[src/rtl/execute_bru_agu_pkg.sv]
// Shared execute-stage definitions for the branch/address generation unit:
// command encodings and pipeline occupancy states.
package execute_bru_agu_pkg;

    typedef enum logic [1:0] {
        BAGU_RLT = 2'd0,
        BAGU_IMM = 2'd1,
        BAGU_REG = 2'd2,
        BAGU_SEQ = 2'd3
    } bagu_cmd_e;

    typedef enum logic [1:0] {
        ST_EMPTY = 2'd0,
        ST_FULL  = 2'd1,
        ST_SKID  = 2'd2
    } pipe_state_e;

    localparam int TAG_W = 8;

endpackage

[src/rtl/execute_bru_agu_calc.sv]
// Combinational branch target / fall-through computation.
// Optional target alignment check enabled by BRU_AGU_MISALIGN_CHECK_EN.
module execute_bru_agu_calc
    import execute_bru_agu_pkg::*;
#(
    parameter int XLEN       = 32,
    parameter int IMM_W      = 26,
    parameter int OFS_W      = 16,
    parameter int DELAY_SLOT = 1
) (
    input  logic [XLEN-1:0]  pc,
    input  logic [XLEN-1:0]  src0_value,
    input  logic [IMM_W-1:0] imm,
    input  logic [1:0]       bagu_cmd,
    input  logic [XLEN-1:0]  pred_target,
    output logic [XLEN-1:0]  target,
    output logic [XLEN-1:0]  wavefront,
    output logic             mispredict,
    output logic             misalign
);

    localparam logic [XLEN-1:0] PC_INC = XLEN'(4);

    bagu_cmd_e       cmd;
    logic [XLEN-1:0] step;
    logic [XLEN-1:0] rlt_ofs;
    logic            raw_mispredict;

    assign cmd       = bagu_cmd_e'(bagu_cmd);
    assign step      = pc + PC_INC;
    assign wavefront = (DELAY_SLOT != 0) ? step + PC_INC : step;
    // Word offset: sign-extended and scaled by 4
    assign rlt_ofs   = {{(XLEN-OFS_W-2){imm[OFS_W-1]}}, imm[OFS_W-1:0], 2'b00};

    always_comb begin
        target = wavefront;
        case (cmd)
            BAGU_RLT: target = step + rlt_ofs;
            BAGU_IMM: target = {step[XLEN-1:IMM_W+2], imm, 2'b00};
            BAGU_REG: target = src0_value;
            BAGU_SEQ: target = wavefront;
            default:  target = wavefront;
        endcase
    end

    assign raw_mispredict = (cmd != BAGU_SEQ) && (target != pred_target);

`ifdef BRU_AGU_MISALIGN_CHECK_EN
    // A misaligned register target traps instead of redirecting
    assign misalign   = (cmd == BAGU_REG) && (target[1:0] != 2'b00);
    assign mispredict = raw_mispredict && !misalign;
`else
    assign misalign   = 1'b0;
    assign mispredict = raw_mispredict;
`endif

endmodule

[src/rtl/execute_bru_agu_pipe.sv]
// Branch/AGU execute stage: one registered output stage plus a one-entry skid
// buffer. Build option: BRU_AGU_MISALIGN_CHECK_EN (register target alignment check).
module execute_bru_agu_pipe
    import execute_bru_agu_pkg::*;
#(
    parameter int XLEN       = 32,
    parameter int IMM_W      = 26,
    parameter int OFS_W      = 16,
    parameter int DELAY_SLOT = 1
) (
    input  logic             clk,
    input  logic             reset,
    input  logic             i_flush,
    input  logic             i_valid,
    output logic             o_ready,
    input  logic [XLEN-1:0]  i_pc,
    input  logic [XLEN-1:0]  i_src0_value,
    input  logic [IMM_W-1:0] i_imm,
    input  logic [1:0]       i_bagu_cmd,
    input  logic [XLEN-1:0]  i_pred_target,
    input  logic [TAG_W-1:0] i_tag,
    output logic             o_valid,
    input  logic             i_ready,
    output logic [XLEN-1:0]  o_target,
    output logic [XLEN-1:0]  o_wavefront,
    output logic             o_mispredict,
    output logic             o_misalign,
    output logic [TAG_W-1:0] o_tag
);

    localparam int PW = 2*XLEN + 2 + TAG_W;

    pipe_state_e     state_reg, state_next;
    logic [PW-1:0]   out_reg, skid_reg, calc_payload;
    logic [XLEN-1:0] calc_target, calc_wavefront;
    logic            calc_mispredict, calc_misalign;
    logic            accept, drain;
    logic            load_out_in, load_out_skid, load_skid;

    execute_bru_agu_calc #(
        .XLEN       (XLEN),
        .IMM_W      (IMM_W),
        .OFS_W      (OFS_W),
        .DELAY_SLOT (DELAY_SLOT)
    ) u_calc (
        .pc          (i_pc),
        .src0_value  (i_src0_value),
        .imm         (i_imm),
        .bagu_cmd    (i_bagu_cmd),
        .pred_target (i_pred_target),
        .target      (calc_target),
        .wavefront   (calc_wavefront),
        .mispredict  (calc_mispredict),
        .misalign    (calc_misalign)
    );

    assign calc_payload = {calc_target, calc_wavefront, calc_mispredict, calc_misalign, i_tag};

    // Handshake flags decode straight from the state register
    assign o_ready = (state_reg != ST_SKID);
    assign o_valid = (state_reg != ST_EMPTY);
    assign accept  = i_valid && o_ready;
    assign drain   = o_valid && i_ready;

    always_comb begin
        state_next    = state_reg;
        load_out_in   = 1'b0;
        load_out_skid = 1'b0;
        load_skid     = 1'b0;
        if (i_flush) begin
            state_next = ST_EMPTY;
        end else begin
            case (state_reg)
                ST_EMPTY: begin
                    if (accept) begin
                        state_next  = ST_FULL;
                        load_out_in = 1'b1;
                    end
                end
                ST_FULL: begin
                    if (accept && drain) begin
                        load_out_in = 1'b1;
                    end else if (accept) begin
                        state_next = ST_SKID;
                        load_skid  = 1'b1;
                    end else if (drain) begin
                        state_next = ST_EMPTY;
                    end
                end
                ST_SKID: begin
                    if (drain) begin
                        state_next    = ST_FULL;
                        load_out_skid = 1'b1;
                    end
                end
                default: state_next = ST_EMPTY;
            endcase
        end
    end

    always_ff @(posedge clk) begin
        if (reset) begin
            state_reg <= ST_EMPTY;
            out_reg   <= '0;
            skid_reg  <= '0;
        end else begin
            state_reg <= state_next;
            if (load_out_in) begin
                out_reg <= calc_payload;
            end else if (load_out_skid) begin
                out_reg <= skid_reg;
            end
            if (load_skid) begin
                skid_reg <= calc_payload;
            end
        end
    end

    assign {o_target, o_wavefront, o_mispredict, o_misalign, o_tag} = out_reg;

endmodule

[config.mk]
export PLATFORM = sky130hd
export DESIGN_NAME = execute_bru_agu_pipe
export DESIGN_NICKNAME = d
export VERILOG_FILES = /design/src/rtl/execute_bru_agu_pkg.sv /design/src/rtl/execute_bru_agu_calc.sv /design/src/rtl/execute_bru_agu_pipe.sv
export SDC_FILE = /design/constraint.sdc
export NUM_CORES = 1
export LEC_CHECK = 0
export BUFFER_PORTS_ARGS = -buffer_cell sky130_fd_sc_hd__clkbuf_2
export CAP_MARGIN = 15
export CORE_MARGIN = 2
export CORE_UTILIZATION = 51
export CTS_BUF_LIST = sky130_fd_sc_hd__clkbuf_4 sky130_fd_sc_hd__clkbuf_8 sky130_fd_sc_hd__clkbuf_16
export DETAILED_ROUTE_END_ITERATION = 10
export PLACE_DENSITY = 0.74
export SLEW_MARGIN = 20
export SYNTH_ARGS = -nofsm -noshare
export SYNTH_HDL_FRONTEND = slang
export SYNTH_SLANG_ARGS = --single-unit
export TNS_END_PERCENT = 1
[constraint.sdc]
create_clock -name clk -period 13.5 [get_ports clk]
set_clock_uncertainty 0.1 [all_clocks]
set_input_delay 2.025 -clock clk [delete_from_list [all_inputs] [get_ports clk]]
set_output_delay 2.025 -clock clk [all_outputs]
set_load 0.05 [all_outputs]
* Yosys cells after proc, flatten, opt, wreduce, memory -nomap -nowiden *
Cells that the tools add are included.

cells by class
  add/sub/neg operators = 3
  multipliers = 0
  div/mod/pow operators = 0
  $lt $le $gt $ge = 0
  eq/ne operators = 12
  shift-type cells = 0
  muxes and demuxes = 19
  bitwise logic cells = 0
  reduce and logical (&&, ||, !) cells = 10

operators with widths
  operator               count
  $mux 74                2
  $pmux 32 s4            1
  $add 32x3->32 const B  2
  $add 32x32->32         1
  $ne 32x32->1           1
  $mux 2                 5
  $ne 2x2->1 const B     5
  $mux 1                 9
  $eq 2x2->1 const B     3
  $pmux 2 s3             1
  $eq 2x1->1 const B     2
  $logic_and 1x1->1      4
  $logic_not 2->1        2
  $reduce_and 4->1       1
  $reduce_bool 2->1      2
  $ne 3x3->1 const B     1
  $pmux 1 s2             1
  $reduce_or 2->1        1

word-level totals
  register bits after elaboration = 148
  bits in latches = 0
  RAM bits = 0
  ROM bits = 0
  input bits = 137
  memories = 0

* Depth between registers and ports, before layout *
  depth after elaboration = 7
  depth in mapped cells = 21
  depth with buffers taken out = 19

* By module *
From an unflattened synthesis, not the netlist that was laid out.

second synthesis, totals
  cell total of the unflattened synthesis = 1549
  area, all modules = 12345.6 um^2

by module, submodules not included
  module                times used  cells each  area an instance (um^2)
  execute_bru_agu_pipe  1           776         7024.2
  execute_bru_agu_calc  1           773         5321.4

* Worst setup path before layout *
OpenSTA, ideal clock, no wires.

  path type = input-to-reg
  start = in i_pc[9]
  end = reg skid_reg[9]
  arrival time = 6106 ps
  data required time = 13274 ps
  path slack = 7167 ps
  stages on the path = 20
  cell sequence = buf_2 > nand4_1 > or3_1 > clkbuf_1 > o21ai_1 > and2_1 > inv_2 > ha_1 > clkbuf_1 > nand2_1 > or3_1 > a211oi_1 > a21oi_1 > o21ai_0 > xor2_1 > a21oi_1 > a2111oi_0 > nand4_1 > o41ai_2 > o21ai_1

between the ends
  longest elaborated chain between the ends = 5
  elaborated cells on any way between the ends = 6
  those cells by class = 3 x add/sub; 1 x eq/ne; 1 x mux; 1 x reduce/logical

RTL lines
  item                                                    line                                                    RTL
  start: declaration                                      execute_bru_agu_pipe.sv:16                              input logic [XLEN-1:0] i_pc,
  $add 32x3->32 (*)                                       execute_bru_agu_calc.sv:30                              assign step = pc + PC_INC;
  $add 32x3->32 / $add 32x32->32 (equally long branches)  execute_bru_agu_calc.sv:31, execute_bru_agu_calc.sv:38
  $pmux 32 s4 (*)                                         execute_bru_agu_calc.sv:37                              case (cmd)
  $ne 32x32->1 (*)                                        execute_bru_agu_calc.sv:46                              assign raw_mispredict = (cmd != BAGU_SEQ) && (target != pred_target);
  $logic_and 1x1->1 (*)                                   execute_bru_agu_calc.sv:46
  end signal: assignment                                  execute_bru_agu_pipe.sv:114                             skid_reg <= calc_payload;
  end: declaration                                        execute_bru_agu_pipe.sv:34                              logic [PW-1:0] out_reg, skid_reg, calc_payload;

Mark *: on every way between the ends. The rest lies on a longest branch, timed or not.
A chain may end at the register's enable or synchronous reset.

* Worst setup path after layout *
  start = in i_pc[5]
  end = reg skid_reg[9]

Same word-level chain as after synthesis.

==> impl_metrics.tcl <==
set metrics [dict create \
    cts_buffers 17 \
    power_leakage_nw 4.88 \
    synth_mux_area_share_pct 2.03 \
    num_vias 11465 \
    cap_violations 0 \
    rsz0062_at_grt "false" \
    wirelength_um 39600 \
    pin_count 213 \
    synth_compound_area_share_pct 25.1 \
    crit_path_start_kind "input pin" \
    syn-num-nets 1604 \
    grt_overflow 0 \
    die_w_um 148 \
    netlist_area_sq_um 10500 \
    yosys-top-cells-area "dfxtp_1 28%, nand2_1 9.4%, a21oi_1 6.1%" \
    yosys_warnings 0 \
    ir_drop_v 0.0000686 \
    min-delay-path-class "reg2reg" \
    htreeDepth 4 \
    slew_viol_final 0 \
    core_area_sq_um 20200 \
    maxSlewHeadroom_pct 32.2 \
    rows 52 \
    tns_ns 0 \
    drt_iter0_drc 1099 \
    worstPathArrival_ns 7.30 \
    grt_usage_pct 34.9 \
    clock_tree.root_cell "clkbuf_16" \
    worstPathRequired_ns 13.66 \
    synth_common_cells "265 x nand2_1, 148 x dfxtp_1, 128 x a21oi_1" \
    cp-end-kind "flop" \
    hold_violations 0 \
    nets 1744 \
    status "complete, no violations" \
    hpwlAfterDp_um 30100 \
    yosys.area_share.simple_pct 27.5 \
    layout_setup_ws_ns 6.36 \
    synth_ff_type "dfxtp_1" \
    busiest_layer "met2" \
    drc 0 \
    yosysSeqAreaShare_pct 28.1 \
    die-height_um 148 \
    syn_area_per_cell_sq_um 7.36 \
    die_area_sq_um 21800 \
    grt_max_degree 81 \
    synth_top_cell_by_area "dfxtp_1" \
    fin_area_sq_um 12300 \
    setup_viol 0 \
    start_util_pct 52.1 \
    synth_xor_area_share_pct 8.03 \
    gr-usage-met3_pct 6.02 \
    place_ws_ns 5.98 \
    detail_route.vias_per_cell 6.18 \
    ys_ff_latch 148 \
    wire_per_inst_um 21.3 \
    antenna_found_initial 0 \
    power_per_cell_area_nw_per_um2 109 \
    drt_pass1_iterations 8 \
    grt_pass1_vias 10273 \
    place.gp.congestion 1.03 \
    grt_pass1_wl_um 59000 \
    drive_above_1_share_pct 18.3 \
    layout.cells.non_filler 1856 \
    synth.top_cell.area_share_pct 28.1 \
    postCtsSetupBuffers 0 \
    num_antenna_cells 0 \
    syn_inst 1433 \
    ys_async_sr_fraction_pct 0 \
    synth_top_family_by_area "simple AND/OR/NAND/NOR gates" \
    cts_tree "built" \
    synth_edf_count 0 \
    cts_buffer_depth 2 \
    clock-sinks 148 \
    dp_cells 1824 \
    globalRouteMet2Util_pct 55.1 \
    p_total_mw 1.33 \
    finalCritPeriodShare_pct 52.9 \
    postRouteAntennaNets 0 \
    synth_fa_ha_area_share_pct 4.10 \
    synthDistinctLibCells 81 \
    clk_pin_slew_ns 0.06 \
    io_buffers 211 \
    hold_buffers 0 \
    syn_to_final_growth_pct 16.4 \
    gr-usage-met1_pct 48.7 \
    insertion_delay_ns 0.41 \
    cp_max_fo 17 \
    tightestPinTransition_ns 1.02 \
    synth.most_common_cell "nand2_1" \
    criticalPathCategory "in2reg" \
    layout_min_cycle_time_ns 7.14 \
    cts_resized 0 \
    fmax_mhz 140 \
    place_area_sq_um 11600 \
]
==> worst paths after layout <==
| check | cells past startpoint | slack (ns) | to | startpoint |
|---|---|---|---|---|
| setup reg to reg | 8 | 10.83 | out_reg[26]$_SDFFE_PP0P_ | state_reg[1]$_SDFFE_PP0P_ |
| setup / recovery | 19 | 6.36 | skid_reg[9]$_SDFFE_PP0P_ | i_pc[5] |
| hold / removal | 2 | 0.35 | skid_reg[53]$_SDFFE_PP0P_ | skid_reg[53]$_SDFFE_PP0P_ |
| hold reg to reg | 2 | 0.35 | skid_reg[53]$_SDFFE_PP0P_ | skid_reg[53]$_SDFFE_PP0P_ |
==> worst max-delay path: stages <==
cell and delay (ns):
clkbuf_2 0.27, nand4_1 0.44, or3_1 0.68, or3_1 0.42, and2_1 0.21, inv_2 0.07, ha_1 0.32, a21oi_1 0.18
o21ai_0 0.22, o21ai_0 0.41, o21bai_1 0.17, a311oi_1 0.36, xor2_1 0.28, o21ai_0 0.14, a211oi_2 0.35, xor2_1 0.17
nand2_1 0.08, o41ai_2 0.38, o21ai_1 0.12
==> cell type report <==
class	instances	area (sq um)
Tap cell	270	338
Sequential cell	148	2960
Multi-Input combinational cell	1148	7070
Inverter	35	131
Fill cell	1946	7950
Clock inverter	15	209
Timing Repair Buffer	223	1150
Clock buffer	17	425
==> cell families after synthesis <==
kind of cell | Yosys count
XOR/XNOR | 95
other | 1
AND/OR/NAND/NOR | 610
buffers and inverters | 137
flip-flops | 148
AO/OA/AOI/OAI | 393
multiplexers | 15
adder cells (fa/ha/maj) | 34
==> per-layer routing <==
layer  share of wire [%]  routed length [um]
met5                   0                   0
met4                 3.3                1300
met3                 7.9                3150
met2                  45               17800
met1                  44               17300
==> power breakdown <==
group	internal (mW)	switching, mW	leakage [nW]
clock network	0.300	0.207	0.308
logic	0.117	0.247	3.36
registers	0.454	0.0101	1.21
total	0.870	0.464	4.88
==> layout by cell type (no fill, tap or decap), types with 8 or more instances in the layout <==
cell / count
nand3b_1: 8
a211oi_1: 36
mux2i_1: 9
o31ai_1: 8
and4_1: 10
clkbuf_2: 210
a21oi_1: 128
nor4_1: 15
a311oi_1: 31
nand4_1: 21
and3_1: 33
nand2b_1: 11
nor2_1: 117
a21o_1: 11
o21ai_0: 37
or4_1: 9
inv_1: 31
o22ai_1: 9
xnor2_1: 54
xor2_1: 40
clkbuf_16: 17
or3_1: 10
nor2b_1: 12
a31oi_1: 11
ha_1: 33
nand2_1: 263
and2_1: 11
o21a_1: 8
a22oi_1: 27
nand3_1: 28
buf_4: 13
dfxtp_1: 148
nor3_1: 31
==> metrics by stage <==
stage,utilization (%),hold slack (ns)
after floorplan,-,0.332
after global placement,57.6,0.341
after detailed placement,57.6,0.347
after CTS,60.7,0.356
after global routing,60.7,0.374
final,60.7,0.354
Power figures use the tool's default switching activity.
